[src/rtl/ring_phase_monitor.sv]
// Watches a one-hot ring counter: encodes the active bit, checks each step for legal
// rotate-left order, locks after a run of legal steps, counts revolutions, latches faults.
module ring_phase_monitor #(
    parameter int WIDTH      = 4,
    parameter int LOCK_STEPS = 4,
    parameter int REV_W      = 8,
    localparam int IDXW      = $clog2(WIDTH)
) (
    input  logic             clk,
    input  logic             reset,
    input  logic             valid_i,
    input  logic [WIDTH-1:0] q_i,
    input  logic             clear_i,
    output logic [IDXW-1:0]  idx_o,
    output logic             onehot_ok_o,
    output logic             locked_o,
    output logic             fault_o,
    output logic             wrap_o,
    output logic [REV_W-1:0] rev_cnt_o,
    output logic [1:0]       err_code_o
);

    localparam int SW = $clog2(LOCK_STEPS + 1);

    typedef enum logic [1:0] {
        SYNC   = 2'd0,
        TRACK  = 2'd1,
        LOCKED = 2'd2,
        FAULT  = 2'd3
    } state_t;

    state_t           r_state;
    logic [WIDTH-1:0] r_prev;
    logic [SW-1:0]    r_step;
    logic [IDXW-1:0]  r_idx;
    logic             r_ok;
    logic             r_locked;
    logic             r_fault;
    logic             r_wrap;
    logic [REV_W-1:0] r_rev;
    logic [1:0]       r_err;

    logic             w_onehot;
    logic             w_legal;
    logic             w_wrap_step;
    logic [WIDTH-1:0] w_rot;
    logic [IDXW-1:0]  w_idx;
    logic [SW-1:0]    w_step_inc;

    // Clearing the lowest set bit leaves zero only for a single-bit word.
    assign w_onehot    = (q_i != '0) && ((q_i & (q_i - 1'b1)) == '0);
    assign w_rot       = {r_prev[WIDTH-2:0], r_prev[WIDTH-1]};
    assign w_legal     = w_onehot && (q_i == w_rot);
    assign w_wrap_step = r_prev[WIDTH-1] && q_i[0];
    assign w_step_inc  = r_step + 1'b1;

    always_comb begin
        w_idx = '0;
        for (int j = 0; j < WIDTH; j++) begin
            if (q_i[j]) begin
                w_idx = IDXW'(j);
            end
        end
    end

    always_ff @(posedge clk) begin
        if (reset) begin
            r_state  <= SYNC;
            r_prev   <= '0;
            r_step   <= '0;
            r_idx    <= '0;
            r_ok     <= 1'b0;
            r_locked <= 1'b0;
            r_fault  <= 1'b0;
            r_wrap   <= 1'b0;
            r_rev    <= '0;
            r_err    <= 2'b00;
        end else begin
            r_wrap <= 1'b0;
            if (clear_i) begin
                r_state  <= SYNC;
                r_prev   <= '0;
                r_step   <= '0;
                r_locked <= 1'b0;
                r_fault  <= 1'b0;
                r_rev    <= '0;
                r_err    <= 2'b00;
            end else if (valid_i) begin
                if (w_onehot) begin
                    r_idx  <= w_idx;
                    r_ok   <= 1'b1;
                    r_prev <= q_i;
                end else begin
                    r_ok <= 1'b0;
                end
                case (r_state)
                    SYNC: begin
                        if (w_onehot) begin
                            r_state <= TRACK;
                            r_step  <= '0;
                        end
                    end
                    TRACK: begin
                        if (!w_onehot) begin
                            r_state <= SYNC;
                        end else if (w_legal) begin
                            if (w_step_inc == SW'(LOCK_STEPS)) begin
                                r_state  <= LOCKED;
                                r_locked <= 1'b1;
                                r_step   <= '0;
                            end else begin
                                r_step <= w_step_inc;
                            end
                        end else begin
                            r_step <= '0;
                        end
                    end
                    LOCKED: begin
                        if (!w_onehot) begin
                            r_state  <= FAULT;
                            r_locked <= 1'b0;
                            r_fault  <= 1'b1;
                            r_err    <= 2'b01;
                        end else if (!w_legal) begin
                            r_state  <= FAULT;
                            r_locked <= 1'b0;
                            r_fault  <= 1'b1;
                            r_err    <= 2'b10;
                        end else if (w_wrap_step) begin
                            r_wrap <= 1'b1;
                            r_rev  <= r_rev + REV_W'(1);
                        end
                    end
                    default: begin
                        // FAULT is sticky until clear or reset.
                    end
                endcase
            end
        end
    end

    assign idx_o       = r_idx;
    assign onehot_ok_o = r_ok;
    assign locked_o    = r_locked;
    assign fault_o     = r_fault;
    assign wrap_o      = r_wrap;
    assign rev_cnt_o   = r_rev;
    assign err_code_o  = r_err;

endmodule

[config.mk]
export PLATFORM = sky130hd
export DESIGN_NAME = ring_phase_monitor
export DESIGN_NICKNAME = d
export VERILOG_FILES = /design/src/rtl/ring_phase_monitor.sv
export SDC_FILE = /design/constraint.sdc
export NUM_CORES = 1
export LEC_CHECK = 0
export ABC_AREA = 1
export CAP_MARGIN = 0
export CORE_MARGIN = 2
export CORE_UTILIZATION = 50
export DETAILED_ROUTE_END_ITERATION = 7
export GPL_TIMING_DRIVEN = 0
export HOLD_SLACK_MARGIN = 0.02
export PLACE_DENSITY = 0.73
export SYNTH_ARGS = -nofsm -noshare
export SYNTH_HDL_FRONTEND = slang
export SYNTH_SLANG_ARGS = --single-unit
[constraint.sdc]
create_clock -name clk -period 2.1 [get_ports clk]
set_input_delay 0.525 -clock clk [delete_from_list [all_inputs] [get_ports clk]]
set_output_delay 0.525 -clock clk [all_outputs]
set_load 0.005 [all_outputs]
==> flow_summary.json <==
{
  "outcome": "finished clean",
  "cp_cell_sequence": "clkdlybuf4s50_1 > inv_2 > nand2_1 > nand2_1 > nor2_1 > nand2_2 > nor2_4 > nand2_2 > nor3_4 > nand2_1 > nand2_1 > nor2_1",
  "cts_tree": "done",
  "required_ps": 2330,
  "io_buffer_count": 23,
  "core_area_um2": 2780,
  "wl_mm": 2.97,
  "crit_fanout": 6,
  "ys.flop_type": "dfxtp_1",
  "skew_ps": 2.61,
  "total_power_mw": 0.820,
  "drv_slew": 0,
  "path_buf_inv": 2,
  "viasPerCell": 5.04,
  "setup_ws_ps": 177,
  "drt-initial-drc-count": 35,
  "wl_per_cell_um": 10.7,
  "final_net_count": 262,
  "synth_largest_area_cell": "dfxtp_1",
  "ys_seq_elements": 25,
  "gr-total-overflow": 0,
  "nFillCells": 272,
  "synth_common_cells": "nand2_1, nor2_1, dfxtp_1, inv_1, a21oi_1",
  "cts-htree-levels": 1,
  "yosysWarnings": 0,
  "yosys-top-cells-area": "dfxtp_1, nand2_1, nor2_1",
  "rsz0062_at_grt": "no",
  "syn_nets": 234,
  "synthCells": 219,
  "powerDensity_nw_per_um2": 462,
  "hold_viol_final": 0,
  "ys_async_sr_fraction_pct": 0,
  "die_h_um": 58.3,
  "critPathMaxStageDelay_ps": 590,
  "grtUsageTotal_pct": 20.0,
  "period_needed_ps": 1920,
  "cp-end-kind": "flop",
  "dieWidth_um": 58.3,
  "worstSetupPathType": "input port to flop",
  "synth_cell_types": 27,
  "cts_buffer_depth": 2,
  "cts.clk_slew.worst_paths_ps": 130,
  "clock_sinks": 25,
  "synth_edf_count": 0,
  "die_area_um2": 3400,
  "period_share_pct": 91.6,
  "worst_path_dominant_cell_family": "simple AND/OR/NAND/NOR gates",
  "postLayoutCellArea_um2": 1770,
  "drtPass1Iterations": 4,
  "gp_congestion": 0.851,
  "detailedPlace.worstSlack_ps": -286,
  "vias": 1395,
  "antenna_cells": 0,
  "grt_max_degree": 14,
  "drv_cap": 0,
  "clock.fmax_mhz": 520,
  "cpMaxStageDelayCell": "clkdlybuf4s50_1",
  "hpwl_mm": 2.35,
  "tightestPinTransition_ps": 401,
  "ant_nets": 0,
  "areaGrowthSynthToFinish_pct": 20.4,
  "hold_class": "flop to flop",
  "synth_area_per_cell_um2": 6.73,
  "cp.arrival_ps": 2160,
  "initial_core_util_pct": 53.0,
  "rows": 19,
  "route.detailed.drc": 0,
  "cpMostUsedCell": "nand2_1",
  "clock-root-buffer": "clkbuf_4",
  "ioPinCount": 24,
  "ys_seq_area_share_pct": 34.0,
  "startpoint_type": "input port",
  "grt_pass1_vias": 1352,
  "antenna_found_initial": 0,
  "synth.most_common_cell": "nand2_1",
  "slew_headroom_pct": 73.2,
  "cts_buffers": 3,
  "grt_pass1_wl_mm": 5.35,
  "hold_ws_ps": 471,
  "hold_buffers": 0,
  "ir_drop_mv": 0.425,
  "worst_skew_pair.late_latency_ps": 320,
  "synth.top_cell.area_share_pct": 34.0,
  "setup_viol": 0,
  "syn_area_um2": 1470,
  "p_leak_nw": 0.737,
  "placed_cell_area_um2": 1740,
  "drive_above_1_share_pct": 13.0
}
-- state kept, by name (all words and copies together), names as in the netlist --
signal       flops
err_code_o       2
fault_o          1
r_prev           4
onehot_ok_o      1
r_state          2
rev_cnt_o        8
wrap_o           1
idx_o            2
locked_o         1
r_step           3
-- metal layers --
layer | routed length (µm) | track usage [%] | up-vias
li1 | - | - | 746
met1 | 1440 | 22.5 | 622
met2 | 1380 | 35.6 | 23
met3 | 102 | 5.05 | 4
met4 | 47 | 7.97 | 0
met5 | 0 | 0 | -
-- through the flow --
step	utilization, %	std cells	setup TNS (ps)
6_report	63.8	277	0
5_1_grt	63.8	277	0
4_1_cts	63.6	277	0
3_5_place_dp	62.7	273	-3200
3_3_place_gp	62.7	273	-2980
2_1_floorplan	-	219	0
-- timing repair --
item	in CTS	in global routing
endpoints found under the setup margin	0	7
gates resized for setup	0	2
setup buffers	0	0
-- path summary, 6_finish.rpt --
check            start      endpoint  slack [ps]  cells after the start
max             q_i[2]  rev_cnt_o[0]         180                     12
max reg2reg  r_prev[3]  rev_cnt_o[0]         460                     11
min reg2reg   idx_o[0]      idx_o[0]         470                      2
min           idx_o[0]      idx_o[0]         470                      2
-- cells by family (layout without fill, tap and decap cells) --
logic type | Yosys count | in the layout | synth area share [%]
AOI/OAI and AO/OA | 31 | 31 | 10.8
xor gates and xnor gates | 2 | 2 | 1.19
and+or+nand+nor | 120 | 120 | 39.3
DFF | 25 | 25 | 34.0
adders and majority gates | 7 | 7 | 5.94
buffers and inverters | 34 | 61 | 8.83
-- layout by cell type, fill, tap and decap left out, types with 2 or more instances in the layout --
cell	Yosys	layout
nand2_1	53	52
dfxtp_1	25	25
inv_1	25	25
o21ai_1	5	5
nor2_1	30	30
nand3_2	2	2
o21ai_0	8	8
nor2_4	2	2
inv_2	7	7
nor2_2	2	2
nand4_1	4	4
ha_1	7	7
nand2_2	6	7
nor3_1	3	3
nand2_4	2	2
clkbuf_4	0	3
clkdlybuf4s50_1	0	22
a21oi_1	17	17
nand3_1	11	11
-- report_power, final --
part	leakage (nW)	switching, mW	internal (mW)
clock network	0.0150	0.142	0.0743
logic	0.520	0.0761	0.0444
registers	0.202	0.00346	0.480
-- worst reg2reg max path: cells and delay by family, from the launching register on --
kind,cells,cell delay (ps)
AND/OR/NAND/NOR,9,900
buffers and inverters,1,60
adder cells (fa/ha/maj),1,280
flip-flops,1,340
-- final cells by class --
| cell class | count | area, µm² | area share (%) |
|---|---|---|---|
| Multi-Input combinational cell | 160 | 846 | 47.7 |
| Timing Repair Buffer | 23 | 233 | 13.1 |
| Tap cell | 31 | 38.8 | 2.19 |
| Buffer | 1 | 5.00 | 0.282 |
| Inverter | 33 | 125 | 7.05 |
| Sequential cell | 25 | 500 | 28.2 |
| Clock buffer | 4 | 26.3 | 1.48 |
No activity file was read; power rests on OpenSTA's default activity.
